**config.mk**
```make
export PLATFORM = sky130hd
export DESIGN_NAME = fetch_stage
export DESIGN_NICKNAME = d
export VERILOG_FILES = /design/src/rtl/pipeline_pkg.sv /design/src/rtl/pipe_reg_ifid.sv /design/src/rtl/fetch_stage.sv
export SDC_FILE = /design/constraint.sdc
export NUM_CORES = 1
export LEC_CHECK = 0
export ABC_AREA = 0
export ABC_CLOCK_PERIOD_IN_PS = 10060
export CORE_MARGIN = 4
export CORE_UTILIZATION = 57
export DETAILED_ROUTE_END_ITERATION = 10
export PLACE_DENSITY = 0.95
export SYNTH_ARGS = -nofsm -noshare
export SYNTH_HDL_FRONTEND = slang
export SYNTH_SLANG_ARGS = --single-unit
```
**constraint.sdc**
```tcl
create_clock -name CLK -period 10.06 [get_ports CLK]
set_input_delay 1.006 -clock CLK [delete_from_list [all_inputs] [get_ports CLK]]
set_output_delay 1.006 -clock CLK [all_outputs]
set_load 0.02 [all_outputs]
```
**src/rtl/pipeline_pkg.sv**
```systemverilog
// Shared pipeline definitions: datapath width, default reset/bubble values,
// fetch FSM encoding and small address helpers.
package pipeline_pkg;

  localparam int XLEN = 32;

  localparam logic [XLEN-1:0] RESET_PC_DEF  = 32'h0000_0000;
  localparam logic [XLEN-1:0] NOP_INSTR_DEF = 32'h0000_0000;

  typedef enum logic [1:0] {
    S_FETCH    = 2'd0,
    S_BUFFERED = 2'd1,
    S_DISCARD  = 2'd2
  } fetch_state_e;

  function automatic logic [XLEN-1:0] word_align(input logic [XLEN-1:0] a);
    return {a[XLEN-1:2], 2'b00};
  endfunction

endpackage

```
**src/rtl/pipe_reg_ifid.sv**
```systemverilog
// IF/ID pipeline register: load a captured word, insert a bubble, or hold.
// The caller never asserts load and bubble together.
module pipe_reg_ifid
  import pipeline_pkg::*;
#(
  parameter logic [XLEN-1:0] NOP_INSTR = NOP_INSTR_DEF
) (
  input  logic            CLK,
  input  logic            RST,
  input  logic            i_load,
  input  logic            i_bubble,
  input  logic [XLEN-1:0] i_instr,
  input  logic [XLEN-1:0] i_pc4,
  output logic            o_valid,
  output logic [XLEN-1:0] o_instr,
  output logic [XLEN-1:0] o_pc4
);

  logic            r_valid;
  logic [XLEN-1:0] r_instr;
  logic [XLEN-1:0] r_pc4;

  always_ff @(posedge CLK or posedge RST) begin
    if (RST) begin
      r_valid <= 1'b0;
      r_instr <= NOP_INSTR;
      r_pc4   <= '0;
    end else if (i_load) begin
      r_valid <= 1'b1;
      r_instr <= i_instr;
      r_pc4   <= i_pc4;
    end else if (i_bubble) begin
      r_valid <= 1'b0;
      r_instr <= NOP_INSTR;
      r_pc4   <= '0;
    end
  end

  assign o_valid = r_valid;
  assign o_instr = r_instr;
  assign o_pc4   = r_pc4;

endmodule

```
**src/rtl/fetch_stage.sv**
```systemverilog
// Instruction fetch: PC, request/ack handshake to instruction memory,
// one-entry skid buffer for words that arrive during stall/flush, and
// redirect handling that drops responses to abandoned requests.
module fetch_stage
  import pipeline_pkg::*;
#(
  parameter logic [XLEN-1:0] RESET_PC  = RESET_PC_DEF,
  parameter logic [XLEN-1:0] NOP_INSTR = NOP_INSTR_DEF
) (
  input  logic            CLK,
  input  logic            RST,
  input  logic            stall_i,
  input  logic            flush_i,
  input  logic            redirect_i,
  input  logic [XLEN-1:0] redirect_pc_i,
  output logic            imem_req_o,
  output logic [XLEN-1:0] imem_addr_o,
  input  logic            imem_ack_i,
  input  logic [XLEN-1:0] imem_rdata_i,
  output logic            ifid_valid_o,
  output logic [XLEN-1:0] ifid_instr_o,
  output logic [XLEN-1:0] ifid_pc4_o
);

  fetch_state_e    r_state, w_state_d;
  logic [XLEN-1:0] r_pc, w_pc_d;
  logic [XLEN-1:0] r_tgt, w_tgt_d;
  logic [XLEN-1:0] r_skid_instr, r_skid_pc4;

  logic            w_skid_we;
  logic            w_cap;
  logic            w_bubble;
  logic [XLEN-1:0] w_cap_instr, w_cap_pc4;
  logic [XLEN-1:0] w_pc4, w_redir;

  assign w_pc4   = r_pc + 32'd4;
  assign w_redir = word_align(redirect_pc_i);

  // Request is gated by reset so the bus goes idle immediately on assertion.
  assign imem_req_o  = !RST && (r_state != S_BUFFERED);
  assign imem_addr_o = word_align(r_pc);

  always_ff @(posedge CLK or posedge RST) begin
    if (RST) r_state <= S_FETCH;
    else     r_state <= w_state_d;
  end

  always_comb begin
    w_state_d   = r_state;
    w_pc_d      = r_pc;
    w_tgt_d     = r_tgt;
    w_skid_we   = 1'b0;
    w_cap       = 1'b0;
    w_cap_instr = imem_rdata_i;
    w_cap_pc4   = w_pc4;
    case (r_state)
      S_FETCH: begin
        if (redirect_i) begin
          if (imem_ack_i) begin
            w_pc_d = w_redir;
          end else begin
            w_tgt_d   = w_redir;
            w_state_d = S_DISCARD;
          end
        end else if (imem_ack_i) begin
          w_pc_d = w_pc4;
          if (stall_i || flush_i) begin
            w_skid_we = 1'b1;
            w_state_d = S_BUFFERED;
          end else begin
            w_cap = 1'b1;
          end
        end
      end
      S_BUFFERED: begin
        if (redirect_i) begin
          w_pc_d    = w_redir;
          w_state_d = S_FETCH;
        end else if (!stall_i && !flush_i) begin
          w_cap       = 1'b1;
          w_cap_instr = r_skid_instr;
          w_cap_pc4   = r_skid_pc4;
          w_state_d   = S_FETCH;
        end
      end
      S_DISCARD: begin
        // A redirect arriving with the stale ack is the newest target.
        if (imem_ack_i) begin
          w_pc_d    = redirect_i ? w_redir : r_tgt;
          w_state_d = S_FETCH;
        end else if (redirect_i) begin
          w_tgt_d = w_redir;
        end
      end
      default: w_state_d = S_FETCH;
    endcase
  end

  assign w_bubble = !w_cap && (flush_i || redirect_i || !stall_i);

  always_ff @(posedge CLK or posedge RST) begin
    if (RST) begin
      r_pc         <= RESET_PC;
      r_tgt        <= '0;
      r_skid_instr <= '0;
      r_skid_pc4   <= '0;
    end else begin
      r_pc  <= w_pc_d;
      r_tgt <= w_tgt_d;
      if (w_skid_we) begin
        r_skid_instr <= imem_rdata_i;
        r_skid_pc4   <= w_pc4;
      end
    end
  end

  pipe_reg_ifid #(
    .NOP_INSTR(NOP_INSTR)
  ) u_ifid (
    .CLK     (CLK),
    .RST     (RST),
    .i_load  (w_cap),
    .i_bubble(w_bubble),
    .i_instr (w_cap_instr),
    .i_pc4   (w_cap_pc4),
    .o_valid (ifid_valid_o),
    .o_instr (ifid_instr_o),
    .o_pc4   (ifid_pc4_o)
  );

endmodule

```
==> results of run 1 <==
[worst max path at each step]
| stage | start | end | slack [ns] | depth (start not counted) |
|---|---|---|---|---|
| floorplan | RST | r_pc[0]$_DFFE_PP0P_ | 3.74 | 1 |
| global placement | redirect_i | r_pc[7]$_DFFE_PP0P_ | 6.55 | 6 |
| detailed placement | redirect_i | r_pc[7]$_DFFE_PP0P_ | 6.49 | 6 |
| CTS | RST | imem_req_o | 6.79 | 3 |
| global route | redirect_i | r_pc[9]$_DFFE_PP0P_ | 6.57 | 6 |
| finish | redirect_i | r_pc[9]$_DFFE_PP0P_ | 6.75 | 6 |
[metal layers]
layer,track usage,up-vias
li1,-,3399
met1,0.359,3690
met2,0.427,502
met3,0.0598,66
met4,0.0901,0
met5,0,-
[report_power, final]
group	switching [uW]	internal (uW)
combinational	806	631
clock	282	394
sequential	242	1070
[cells in the mapped netlist (16+ instances only)]
master | n | area share
a21oi_1 | 86 | 0.046
dfrtp_1 | 195 | 0.53
inv_1 | 47 | 0.019
nand3_1 | 16 | 0.0086
buf_4 | 32 | 0.026
o21ai_0 | 53 | 0.029
nand2_1 | 59 | 0.024
clkbuf_1 | 46 | 0.019
xor2_1 | 18 | 0.017
nor2_1 | 56 | 0.023
a22oi_1 | 30 | 0.024
mux2_2 | 67 | 0.081
a222oi_1 | 35 | 0.038
[registers in the layout, summed over array words and instances, names as in the netlist]
name            flops
r_tgt              32
u_ifid.o_instr     32
r_skid_instr       32
r_pc               32
r_state             2
r_skid_pc4         32
u_ifid.o_pc4       32
u_ifid.o_valid      1
[worst max-delay path, cell delays in order]
cell and delay (ns):
buf_2 0.75, clkinv_1 0.58, o21ai_0 0.59, a221o_1 0.29, o21ai_0 0.14, a21oi_1 0.27
[cells by family after synthesis]
group	after synthesis	synth area share
compound gates	268	0.194
flops	195	0.526
simple gates	175	0.0883
buf+inv	139	0.0695
mux	75	0.0899
xor+xnor	28	0.0264
fa+ha+maj	4	0.00539
other cells	1	0.000404
[cell usage in the layout (no fill, tap or decap), types with 5 or more instances in the layout]
cell,instances
a222oi_1,35
buf_4,10
a21oi_1,86
nand2_1,59
xnor2_1,10
clkbuf_16,17
mux2_2,67
o21ai_0,53
dfrtp_1,195
a21o_1,5
a2bb2oi_1,7
inv_1,46
nand3_1,16
mux2i_1,8
xor2_1,18
a31oi_1,6
and2_1,5
nor2_1,54
nand4_1,8
a22oi_1,30
a221oi_1,8
o22a_1,6
clkdlybuf4s50_1,162
[per-stage QoR]
step / util / hold slack, ns / area [sq um] / power, uW
2_1_floorplan: - / 0.453 / 9290 / 2300
3_3_place_gp: 0.679 / 0.468 / 10800 / 2620
3_5_place_dp: 0.679 / 0.479 / 10800 / 2710
4_1_cts: 0.716 / 0.495 / 11400 / 3400
5_1_grt: 0.716 / 0.519 / 11400 / 3610
6_report: 0.716 / 0.494 / 11400 / 3420
[final cells by class]
class / count / area [sq um] / area share
Sequential cell: 195 / 4880 / 0.428
Multi-Input combinational cell: 552 / 3790 / 0.332
Timing Repair Buffer: 173 / 1700 / 0.149
Clock buffer: 20 / 447 / 0.0392
Tap cell: 216 / 270 / 0.0237
Inverter: 48 / 188 / 0.0165
Clock inverter: 9 / 133 / 0.0116
==> run_results.csv, run 1 <==
group,metric,value,unit
yosys,synth_async_sr_flop_share,1.00,
critical_path,worst_r2r_endpoint,"r_pc[9]$_DFFE_PP0P_",
global_routing,grt.overflow.total,0,
critical_path,critPathRequiredTime,10.39,ns
route,routed-via-count,7657,
worst_hold_path,worstHoldStart,"u_ifid.o_instr[26]$_DFFE_PP0P_",
clock_network,clock_h_tree_levels,4,
timing,period_needed,3.31,ns
critical_path,timing.critical_path.from_type,"input port",
place,detailedPlacementHpwl,16200,microns
timing,clock-skew-final,0.00690,ns
layout,post_layout_nonfiller_instances,1213,
layout,n_fill_cell,1124,
route,drtAntennaViolNets,0,
run,maxCapViolations,0,
clock_network,postCtsResizedCells,0,
floorplan,chipWidth,136,microns
route,dr_wl_met2,11600,microns
yosys,yosys_warnings,0,
route,drt-met1-wl,9610,microns
global_routing,grt_pass1_wl,38700,microns
timing,final-max-slew-violation-count,0,
yosys,syn-instance-count,885,
critical_path,criticalPathCategory,"input port to flip-flop",
floorplan,core_area,15900,sq um
yosys,synth.distinct_cells,59,
place,placement.setup.worst_slack,6.49,ns
critical_path,worst-r2r-setup-slack,6.88,ns
route,drt_iter0_drc,1014,
worst_hold_path,holdCritPathClass,"flip-flop to flip-flop",
place,placedCellCount,1184,
pwr,vdd_ir_drop_max,226,uV
timing,unrepaired_setup_endpoints_after_global_routing,"no",
yosys,share_of_the_yosys_chip_area_belonging_to_registers,0.526,
floorplan,chipHeight,136,microns
clock_network,cts_buffers,17,
layout,num_antenna_cells,0,
clock_network,cts_root_buffer,"clkbuf_16",
floorplan,floorplan.die_area,18400,sq um
route,firstDrtPassIters,9,
timing,relative_slew_margins,0.205,
route,wl_per_cell,20.0,microns
place,gp_congestion,0.954,
global_routing,grt_pass1_vias,7478,
place,portBuffers,163,
yosys,syn-cell-area,9280,sq um
route,detail_route.vias_per_cell,6.31,
timing,achievable_clock_frequency,0.302,GHz
route,routed_wirelength,24200,microns
clock_network,clkTransAtPathRegs,0.07,ns
route,dr_top_layer,"met4",
route,met3_wirelength,2300,microns
critical_path,critical_path_peak_fanout,54,
clock_network,holdBufCountCts,0,
timing,setup_viol,0,
layout,syn_to_final_growth,22.9,%
yosys,synth-edff-count,0,
clock_network,clock_latency,0.43,ns
clock_network,cts_max_path_buffers,2,
timing,report.final.hold_viol_count,0,
timing,tightestPinTransition,1.18,ns
timing,timing.final.ws_setup,6.75,ns
yosys,synth.ff_latch_count,195,
floorplan,start_util,0.582,
route,route.detailed.drc,0,
worst_hold_path,hold_path_depth,2,
critical_path,cp_data_arrival_time,3.64,ns
floorplan,placementRows,46,
critical_path,worstRegToRegCells,7,
worst_hold_path,worst_hold_endpoint,"u_ifid.o_instr[26]$_DFFE_PP0P_",
clock_network,cts.sink_count,195,
global_routing,grt_antenna_before_repair,0,
yosys,post_synth.cell_area_avg,10.5,sq um
clock_network,cts_tree,"done",
layout,drive_gt1_frac,0.120,
layout,nNetsFinal,1061,
timing,final.setup.tns,0,ns
critical_path,regToRegStartpoint,"r_state[0]$_DFFE_PP0P_",
outcome,outcome,"completed",
global_routing,groute.usage.overall,0.265,
global_routing,grt_max_degree,134,
critical_path,critical_path_capture_point_type,"flip-flop",
timing,timing.final.crit_share,0.329,
pwr,cell_leakage_power,0.00488,uW
clock_network,number_of_buffers_inserted_by_post_cts_setup_repair,0,
yosys,ys_dominant_reg_cell,"dfrtp_1",
pwr,power_per_cell_area,300,nW/um^2
floorplan,pin_count,168,
No activity file was read; power rests on OpenSTA's default activity.
==> run 2: changes to the inputs <==
Settings changed: ABC_CLOCK_PERIOD_IN_PS 10060 to 3400, CORE_UTILIZATION 57 to 53, PLACE_DENSITY 0.95 to 0.91.
Clock period 10.06 ns to 3.4 ns, I/O delays scaled along.
==> run 2 against run 1 <==
Compared with the run above: clock skew up 0.0092 ns; first-iteration DRC count fell by 32%; routed wire length down 2.2%; combinational power increased to 2.9 times the previous value; via count is 1.1% lower; critical path depth increased by 2; die area is 7.1% higher; critical path type is now flip-flop to flip-flop; critical endpoint unchanged; largest cell class unchanged.
==> run_results.csv, run 2 (synthesis gave the netlist of run 1 again) <==
group,metric,value,unit
outcome,outcome,"completed",
pwr,power.clock.fraction,0.198,
global_routing,grt.met2_usage,0.375,
place,detailedPlacementHpwl,16100,microns
layout,final_cell_mix,"195 x dfrtp_1, 162 x clkdlybuf4s50_1, 86 x a21oi_1",
global_routing,grt_antenna_before_repair,0,
global_routing,grt_max_degree,116,
critical_path,cp_data_arrival_time,2.97,ns
worst_hold_path,holdCritPathClass,"input port to asynchronous set/reset pin",
timing,tightestPinTransition,0.788,ns
critical_path,critPathRequiredTime,3.76,ns
pwr,vdd_ir_drop_max,632,uV
critical_path,timing.critical_path.cells,"inv_1, ha_1, buf_4, inv_1, nor3_1, a221o_1, o21ai_0, a21oi_1",
run,maxCapViolations,0,
global_routing,grt.overflow.total,0,
clock_network,cts_tree,"done",
timing,worst_hold_slack,0.419,ns
layout,num_antenna_cells,0,
global_routing,grt_pass1_wl,37800,microns
route,firstDrtPassIters,6,
route,detail_route.vias_per_cell,6.14,
layout,n_fill_cell,1307,
layout,drive_gt1_frac,0.131,
floorplan,core_area,17200,sq um
critical_path,critical_path_capture_point_type,"flip-flop",
clock_network,postCtsResizedCells,0,
floorplan,chipWidth,140,microns
timing,unrepaired_setup_endpoints_after_global_routing,"no",
floorplan,start_util,0.539,
route,route.detailed.drc,0,
clock_network,cts_root_buffer,"clkbuf_16",
timing,achievable_clock_frequency,0.383,GHz
pwr,internal_power,6170,uW
layout,layout_commonest_cell,"dfrtp_1",
floorplan,placementRows,48,
pwr,share_seq_of_total_power,0.383,
pwr,power_per_cell_area,874,nW/um^2
pwr,power.share.switching,0.387,
clock_network,cts_buffers,17,
floorplan,floorplan.die_area,19700,sq um
global_routing,grt_pass1_vias,7142,
clock_network,clock_h_tree_levels,4,
clock_network,clock_latency,0.43,ns
clock_network,clkTransAtPathRegs,0.07,ns
route,drtAntennaViolNets,0,
critical_path,cpMostUsedCell,"inv_1",
layout,nNetsFinal,1069,
layout,finish.instance_area,11500,sq um
floorplan,pin_count,168,
timing,setup_viol,0,
timing,report.final.hold_viol_count,0,
global_routing,grt.met1_usage,0.329,
route,drt_iter0_drc,691,
place,portBuffers,163,
clock_network,cts_max_path_buffers,2,
layout,syn_to_final_growth,24.2,%
pwr,cell_leakage_power,0.00494,uW
clock_network,number_of_buffers_inserted_by_post_cts_setup_repair,0,
route,wl_per_cell,19.2,microns
critical_path,critical_path_peak_fanout,21,
timing,final-max-slew-violation-count,0,
route,routed_wirelength,23700,microns
global_routing,groute.usage.overall,0.238,
clock_network,cts.sink_count,195,
timing,clock-skew-final,0.0161,ns
place,placement.cell_area,10900,sq um
place,gp_congestion,0.896,
global_routing,grt_util_met3,0.0464,
timing,final.setup.tns,0,ns
route,routed-via-count,7570,
critical_path,criticalPathCategory,"flip-flop to flip-flop",
clock_network,holdBufCountCts,0,
critical_path,slowest_stage,"nor3_1",
timing,period_needed,2.61,ns
timing,timing.final.crit_share,0.768,
global_routing,grt_busiest_layer,"met2",
timing,relative_slew_margins,0.473,
critical_path,cpPeakStageDelay,0.66,ns
floorplan,chipHeight,140,microns
pwr,p_sw,3900,uW
critical_path,timing.critical_path.from_type,"flip-flop",
pwr,portion_of_total_power_attributed_to_combinational_logic,0.420,
==> run 2: cell count changes in the layout (fill, tap and decap cells not counted), moves of 2 or more <==
| cell | delta |
|---|---|
| buf_4 | +4 |
| clkinv_2 | +2 |
| buf_12 | +4 |
| clkinvlp_4 | +2 |
==> run 2: critical path, delay by kind of cell (launching register included) <==
kind,cells,cell delay (ns)
adder cells (fa/ha/maj),1,0.31
AND/OR/NAND/NOR,1,0.66
buffers and inverters,3,0.53
flip-flops,1,0.38
AO/OA/AOI/OAI,3,0.65
==> run 2: path summary, 6_finish.rpt <==
kind	from	endpoint	slack (ns)	cells after the start
max	r_state[0]$_DFFE_PP0P_	r_pc[9]$_DFFE_PP0P_	0.79	8
min	RST	r_state[1]$_DFFE_PP0P_	0.42	3
max reg2reg	r_state[0]$_DFFE_PP0P_	r_pc[9]$_DFFE_PP0P_	0.79	8
min reg2reg	u_ifid.o_instr[11]$_DFFE_PP0P_	u_ifid.o_instr[11]$_DFFE_PP0P_	0.49	2
max in group asynchronous	RST	r_skid_instr[0]$_DFFE_PP0P_	2.43	3
min in group CLK	redirect_i	r_state[0]$_DFFE_PP0P_	0.45	2
==> run 2: power groups by stage <==
stage	Combinational, uW	Sequential, uW	Clock, uW
after floorplan	3050	3750	0
after global placement	4030	3810	0
after detailed placement	4180	3870	0
after CTS	4210	3840	2020
after global routing	4590	3970	2120
final	4230	3860	1990
==> run 2: layer usage <==
metal,wire (microns),part of all wire,vias up
li1,-,-,3409
met1,9930,0.42,3751
met2,11400,0.48,365
met3,1820,0.077,45
met4,572,0.024,0
met5,0,0,-
==> run 2: metrics by stage <==
stage | std cells | total power [uW] | worst slack, ns | util
4_1_cts | 1233 | 10100 | 0.865 | 0.669
5_1_grt | 1233 | 10700 | 0.645 | 0.669
3_3_place_gp | 1201 | 7840 | 0.932 | 0.635
2_1_floorplan | 886 | 6810 | 0.542 | -
6_report | 1233 | 10100 | 0.789 | 0.669
3_5_place_dp | 1201 | 8060 | 0.886 | 0.635
==> run 2: final cells by class <==
class                   count  area (sq um)  share of cell area
well taps                 225           282              0.0244
flip-flops and latches    195          4880               0.423
clock inverters            12           129              0.0112
multi-input cells         552          3790               0.329
clock buffers              20           457              0.0396
repair buffers            181          1810               0.157
inverters                  48           184              0.0160
